===== src/rtl/pipeline_reset_sequencer.sv =====
// pipeline_reset_sequencer: reset synchroniser, staggered per-stage reset release and run/step gating
module pipeline_reset_sequencer #(
    parameter int SYNC_STAGES = 2,
    parameter int HOLD_CYCLES = 4,
    parameter int NUM_CH      = 5,
    parameter int STAGGER     = 1,
    parameter int CNT_W       = 32
) (
    input  logic              Clk,
    input  logic              Reset,
    input  logic              SoftRst_req,
    input  logic              StepMode,
    input  logic              Step_req,
    output logic [NUM_CH-1:0] ChRst_n,
    output logic              Ready,
    output logic              Run_en,
    output logic [CNT_W-1:0]  CycleCount
);
    localparam logic [1:0] HOLD    = 2'd0;
    localparam logic [1:0] RELEASE = 2'd1;
    localparam logic [1:0] RUN     = 2'd2;
    localparam int HW = $clog2(HOLD_CYCLES + 1);
    localparam int SW = $clog2(STAGGER + 1);

    logic [SYNC_STAGES-1:0] sync;
    logic                   srst_n;
    logic                   step_q;
    logic [1:0]             state;
    logic [HW-1:0]          hold_cnt;
    logic [SW-1:0]          stag_cnt;
    logic [NUM_CH-1:0]      ch_next;

    assign srst_n  = sync[SYNC_STAGES-1];
    assign ch_next = (ChRst_n << 1) | NUM_CH'(1);

    // Board reset asserts immediately, deasserts after SYNC_STAGES edges
    always_ff @(posedge Clk or negedge Reset) begin
        if (!Reset) sync <= '0;
        else        sync <= {sync[SYNC_STAGES-2:0], 1'b1};
    end

    // Step request edge detector runs in every state
    always_ff @(posedge Clk or negedge Reset) begin
        if (!Reset) step_q <= 1'b0;
        else        step_q <= Step_req;
    end

    // Sequencer: hold, staggered channel release, then run/step gating with saturating counter
    always_ff @(posedge Clk or negedge Reset) begin
        if (!Reset) begin
            state      <= HOLD;
            hold_cnt   <= '0;
            stag_cnt   <= '0;
            ChRst_n    <= '0;
            Ready      <= 1'b0;
            Run_en     <= 1'b0;
            CycleCount <= '0;
        end else if (SoftRst_req) begin
            state      <= HOLD;
            hold_cnt   <= '0;
            stag_cnt   <= '0;
            ChRst_n    <= '0;
            Ready      <= 1'b0;
            Run_en     <= 1'b0;
            CycleCount <= '0;
        end else begin
            case (state)
                HOLD: begin
                    if (srst_n) begin
                        if (hold_cnt == HW'(HOLD_CYCLES - 1)) begin
                            state    <= (NUM_CH == 1) ? RUN : RELEASE;
                            hold_cnt <= '0;
                            stag_cnt <= '0;
                            ChRst_n  <= NUM_CH'(1);
                            Ready    <= (NUM_CH == 1);
                        end else begin
                            hold_cnt <= hold_cnt + HW'(1);
                        end
                    end
                end
                RELEASE: begin
                    if (stag_cnt == SW'(STAGGER - 1)) begin
                        stag_cnt <= '0;
                        ChRst_n  <= ch_next;
                        if (ch_next[NUM_CH-1]) begin
                            state <= RUN;
                            Ready <= 1'b1;
                        end
                    end else begin
                        stag_cnt <= stag_cnt + SW'(1);
                    end
                end
                RUN:     Run_en <= StepMode ? (Step_req & ~step_q) : 1'b1;
                default: state  <= HOLD;
            endcase
            if (Run_en && CycleCount != '1) CycleCount <= CycleCount + CNT_W'(1);
        end
    end
endmodule


===== config.mk =====
export PLATFORM = sky130hd
export DESIGN_NAME = pipeline_reset_sequencer
export DESIGN_NICKNAME = d
export VERILOG_FILES = /design/src/rtl/pipeline_reset_sequencer.sv
export SDC_FILE = /design/constraint.sdc
export NUM_CORES = 1
export LEC_CHECK = 0
export ABC_AREA = 1
export CAP_MARGIN = 20
export CORE_MARGIN = 5
export CORE_UTILIZATION = 40
export DETAILED_ROUTE_END_ITERATION = 12
export PLACE_DENSITY = 0.64
export SLEW_MARGIN = 20
export SYNTH_ARGS = -nofsm -noshare
export SYNTH_HDL_FRONTEND = slang
export SYNTH_SLANG_ARGS = --single-unit
export TNS_END_PERCENT = 10

===== constraint.sdc =====
create_clock -name Clk -period 1.9 [get_ports Clk]
set_input_delay 0.285 -clock Clk [delete_from_list [all_inputs] [get_ports Clk]]
set_output_delay 0.285 -clock Clk [all_outputs]
set_load 0.03 [all_outputs]

======== After elaboration in Yosys (flattened, before gate mapping) ========
Cells that the tools add are included.
word-level totals
  bits in registers ....................... 48
  bits of input ports ..................... 5
  output and inout bits ................... 39
  word-level logic and storage cells ...... 64
cells by class
  add/subtract/negate cells ............... 3
  equal/unequal tests ..................... 9
  multiplexer cells ....................... 29
  bitwise gates (word level) .............. 2
  reduce and logical (&&, ||, !) cells .... 12
operators by type and width
  operator                                             number
  2-to-1 mux 32 bit                                    2
  adder 32 x 1 -> 32 bit, second input constant        1
  != test 32 bit, second input constant                1
  2-to-1 mux 5 bit                                     4
  2-to-1 mux 3 bit                                     4
  != test 3 bit, second input constant                 4
  2-to-1 mux 1 bit                                     10
  2-to-1 mux 2 bit                                     5
  one-hot mux 5 bit (2 select lines)                   1
  AND reduction 5 bit                                  2
  nonzero test 2 bit                                   4
  one-hot mux 2 bit (3 select lines)                   1
  one-hot mux 1 bit (2 select lines)                   2
  AND reduction 4 bit                                  1
  adder 3 x 1 -> 3 bit, second input constant          1
  equality test 3 x 2 -> 1 bit, second input constant  1
  AND reduction 3 bit                                  1
  nonzero test 3 bit                                   1
  equality test 2 x 1 -> 1 bit, second input constant  1
  equality test 2 bit, second input constant           1
  logical NOT 2 bit                                    1
  != test 2 bit, second input constant                 1
  AND reduction 2 bit                                  1
  adder 1 bit, second input constant                   1
  3 further kinds                                      3

======== Logic depth before layout (Yosys ltp) ========
  depth in word-level cells ............... 5
  depth in mapped cells ................... 10
  depth with buffers taken out ............ 10

======== Least setup slack after synthesis ========
No wires, ideal clock.
  kind .................................... reg2reg
  from .................................... register CycleCount[0]
  to ...................................... register CycleCount[0]
  setup time .............................. 0.132 ns
  arrival time ............................ 1.738 ns
  required time ........................... 1.768 ns
  setup slack ............................. 0.030 ns
  cell stages (with the launch flop) ...... 10
  path buffers ............................ 1
  clock period less this slack ............ 1.870 ns
  path through ............................ dfrtp_1 ha_1 nand2_2 nor2_4 nand2_4 nor2_8 nand3_4 nand2_8 buf_12 o21ai_2
between the ends
  word-level cells in the longest chain between the ends .. 3
  elaborated cells between the ends (all ways) .. 6
  those cells by class .................... add/sub: 1; eq/ne: 1; mux: 2; reduce/logical: 2
ends and longest elaborated chain
  what                                                             line  text
  start, declared                                                  17    output logic [CNT_W-1:0] CycleCount
  start signal, assigned                                           96    if (Run_en && CycleCount != '1) CycleCount <= CycleCount + CNT_W'(1);
  adder 32 x 1 -> 32 bit / != test 32 bit (equally long branches)  96
  2-to-1 mux 32 bit / logical AND 1 bit (equally long branches)    96
  2-to-1 mux 32 bit / nonzero test 2 bit (equally long branches)   n/a
Parallel ways exist; a longest one is shown, timed or not. The select of a mux whose other input is x is not followed.
A chain may end at the register's enable or synchronous reset.

======== Final worst setup path ========
  from .................................... register CycleCount[25]
  to ...................................... output CycleCount[25]
No word-level cell between the ends.

==> impl.org <==
** Finish
- The number of antenna diodes in the final layout is 0.
- The net count of the finished layout is 471.
- Layout cells sized above 1 :: 18.5%
- Summed area of non-filler cells in the final layout :: 3820 um^2
- After filler insertion, the fill cell instance count of the layout stands at 670.
- Final design utilization :: 52.1%
- The area growth from synthesis to layout is 25.9%.

** Synth
- During synthesis, Yosys emitted a total of 0 warnings.
- Flop and latch count out of synthesis :: 47
- After synthesis, the most frequently instantiated cells are sky130_fd_sc_hd__nand2_1 (120), sky130_fd_sc_hd__nor2_1 (53), sky130_fd_sc_hd__dfrtp_1 (47).
- Total nets after synthesis :: 401
- After synthesis, the largest area contributor takes up 38.7% of total cell area.
- Count of mapped cells out of synthesis :: 394
- Of all flip-flops after synthesis, the portion carrying an async set or reset was 100%.
- The most common cell in the synthesized netlist is sky130_fd_sc_hd__nand2_1.
- Post-synth top area cell :: sky130_fd_sc_hd__dfrtp_1
- Number of flops mapped to enable cells by yosys :: 0
- For this run, the leading register cell type out of synthesis is sky130_fd_sc_hd__dfrtp_1.
- For this run, the register share of the synthesized area comes to 38.7%.
- Area of the mapped netlist :: 3040 um^2
- The average instance in the mapped netlist occupies 7.70 um^2.
- Area contributors post-synth :: sky130_fd_sc_hd__dfrtp_1 (39%), sky130_fd_sc_hd__nand2_1 (15%), sky130_fd_sc_hd__nor2_1 (6.6%)
- Unique masters post-synth :: 33

** Timing
- Derived from the worst setup path, the maximum achievable clock frequency is 547 MHz.
- Worst Slack Setup Final :: 0.0729 ns
- Final period demand of the worst path :: 1.83 ns
- Clk_skew :: 0.0103 ns
- Setup repair after global routing left no endpoint under its margin.
- Ratio of final minimum period to clock period :: 96.2%
- Measured against its own limit, the worst slew margin works out to 62.0%.
- Number of hold violations in the final report :: 0
- Max-slew violation total from the final report :: 0
- Setup violations, final :: 0
- Least-Margin Pin Slew :: 0.564 ns
- Summed over all failing endpoints, the final setup total negative slack is 0 ns.

** Drt
- Wires add up to 8040 um.
- Once detail routing completed, the nets flagged for antenna violations numbered 0.
- Detailed-route vias per instance :: 4.99
- For this run, design rule violations remaining after detail routing come to 0.
- Initial DRT Pass Iterations :: 5
- Summing over every cut layer, the via total after detailed routing is 2812.
- Drt initial violations :: 189
- Dividing the detail-routed wire length by the instance count gives 14.3 um.

** Placement
- Number of buffers added on ports :: 43
- Summing all placed instances gives a cell area of 3710 um^2.
- OpenSTA, run right after detailed placement, puts the worst setup slack at 0.0205 ns.
- Gp weighted congestion :: 0.933
- Placed wire-length estimate :: 6110 um

** Setup path
- The worst register-to-register path begins at CycleCount[0].
- In this run the worst setup path begins at CycleCount[25].
- STA classifies the critical path startpoint as a register.
- STA classifies the critical path endpoint as a primary output.
- Data on the critical path is required at its endpoint by 1.62 ns.
- The critical path in this run is classified as register to primary output.
- Data on the critical path arrives at its endpoint at 1.54 ns.
- Peak fanout along the critical path :: 5

** CTS
- Maximum clock path buffer count :: 2
- Clock slew seen by the registers of the worst setup and hold paths :: 0.10 ns
- TritonCTS built the clock tree.
- Clock latency on the worst-skew pair, taken at its later pin, is 0.31 ns.
- Buffers inserted by post-CTS timing repair :: 0
- The clock drives 47 sinks.
- Inserted Clock Buffers :: 5
- Number of levels the H-tree was split into :: 2
- Clock tree synthesis selected as its root buffer the cell sky130_fd_sc_hd__clkbuf_8.

** Pwr
- In this run, flip-flops and latches consume 55.5% of the power.
- Combinational logic is responsible for 8.6% of the overall power.
- Overall power consumption after layout is estimated at 1.87 mW.
- Total leakage power :: 1.66 nW
- Net switching is 26.3% of the power.
- Total power density per cell area :: 489 nW/um^2
- Across the VDD grid, the largest voltage drop is 0.444 mV.
- Cell internal power was estimated by the tool at 1.38 mW.
- Net switching power :: 0.492 mW
- Fraction of power consumed by the clock network :: 35.9%

** Floorplanning
- Initial standard-cell utilization of the core :: 41.4%
- Placeable core region :: 7330 um^2
- The floorplan step defined a die boundary enclosing 9430 um^2.
- Number of top-level design ports :: 44
- Die span in x :: 97.1 um
- Vertical extent of the die :: 97.1 um
- Core Rows :: 31

** Status
- Outcome :: finished, final reports clean

** Global routing
- For this run the aggregate overflow at the end of global routing stands at 0.
- Entering global routing, the biggest net connects 33 pins.
- The initial antenna violation count was 0.
- Via count of the first global-routing pass :: 2743
- First-pass GRT wire length :: 13400 um
- Across every metal layer, demand over resource in global routing totals 17.3%.

** Min path
- Hold Startpoint :: sync[0]
- Class of the tightest hold or removal check :: register to register

** Run
- The tool flagged a number of max-cap violations equal to 0.
[sequential cells by signal, indices dropped and copies added, names as in the netlist]
signal	cells
ChRst_n	5
CycleCount	32
Ready	1
Run_en	1
hold_cnt	3
state	2
step_q	1
sync	2
[metal layers]
layer / GRT usage, % / share of wire, %
met1: 22.4 / 45
met2: 28.9 / 48
met3: 3.52 / 5.6
met4: 5.51 / 1.3
met5: 0 / 0
[power groups by stage]
stage                     combinational [mW]  clock (mW)  sequential (mW)
after floorplan                       0.0764           0             1.07
after global placement                 0.155           0             1.06
after detailed placement               0.158           0             1.06
after CTS                              0.161       0.680             1.04
after global routing                   0.179       0.716             1.04
final                                  0.160       0.671             1.04
[cells in the final DEF, fill, tap and decap left out, types with 6 or more instances in the layout]
cell type	Yosys	layout
sky130_fd_sc_hd__clkdlybuf4s50_1	0	41
sky130_fd_sc_hd__buf_4	1	27
sky130_fd_sc_hd__o21ai_0	10	10
sky130_fd_sc_hd__nor2_1	53	53
sky130_fd_sc_hd__xor2_1	9	9
sky130_fd_sc_hd__dfrtp_1	47	47
sky130_fd_sc_hd__nand3_2	13	13
sky130_fd_sc_hd__o21ai_2	18	18
sky130_fd_sc_hd__inv_1	36	36
sky130_fd_sc_hd__nand2_1	120	119
sky130_fd_sc_hd__nand3_1	34	34
sky130_fd_sc_hd__clkbuf_8	0	6
sky130_fd_sc_hd__nand3b_1	7	7
[worst paths after layout]
check | to | slack [ns] | depth (start not counted)
worst min-delay path | sync[1] | 0.36 | 0
max in group asynchronous | CycleCount[6] | 0.92 | 3
worst max register to register | CycleCount[24] | 0.10 | 10
worst min register to register | sync[1] | 0.36 | 0
worst max-delay path | CycleCount[25] | 0.07 | 2
min in group asynchronous | CycleCount[13] | 0.46 | 2
[stage by stage]
step | hold slack [ns] | instances
5_1_grt | 0.387 | 564
3_5_place_dp | 0.279 | 555
6_report | 0.358 | 564
3_3_place_gp | 0.277 | 555
4_1_cts | 0.362 | 564
2_1_floorplan | -0.0106 | 394
[critical path, cell delays in order, from the launching register on]
cell	delay, ns
sky130_fd_sc_hd__dfrtp_1	0.39
sky130_fd_sc_hd__buf_4	0.16
sky130_fd_sc_hd__clkdlybuf4s50_1	0.68
[kinds of logic (layout without fill, tap and decap cells)]
group	after synthesis	after routing	share of synthesized area (%)
buffers and inverters	46	117	7.91
other	1	1	0.124
flip-flops	47	47	38.7
AO/OA/AOI/OAI	36	36	8.53
AND/OR/NAND/NOR	249	249	40.1
XOR/XNOR	13	13	3.75
adder cells (fa/ha/maj)	2	2	0.824
[final cells by class]
| class | instances | area, um^2 | area share, % |
|---|---|---|---|
| Clock buffer | 6 | 82.6 | 2.16 |
| Clock inverter | 2 | 16.3 | 0.426 |
| Inverter | 37 | 141 | 3.70 |
| Multi-Input combinational cell | 301 | 1620 | 42.4 |
| Sequential cell | 47 | 1180 | 30.8 |
| Tap cell | 99 | 124 | 3.24 |
| Timing Repair Buffer | 72 | 661 | 17.3 |
[timing repair]
item                                    4_1_cts  5_1_grt
endpoints found under the hold margin        19        0
gates resized for setup                       0        2
hold buffers                                  1        0
endpoints found under the setup margin        0        7
No activity file was read; power rests on OpenSTA's default activity.
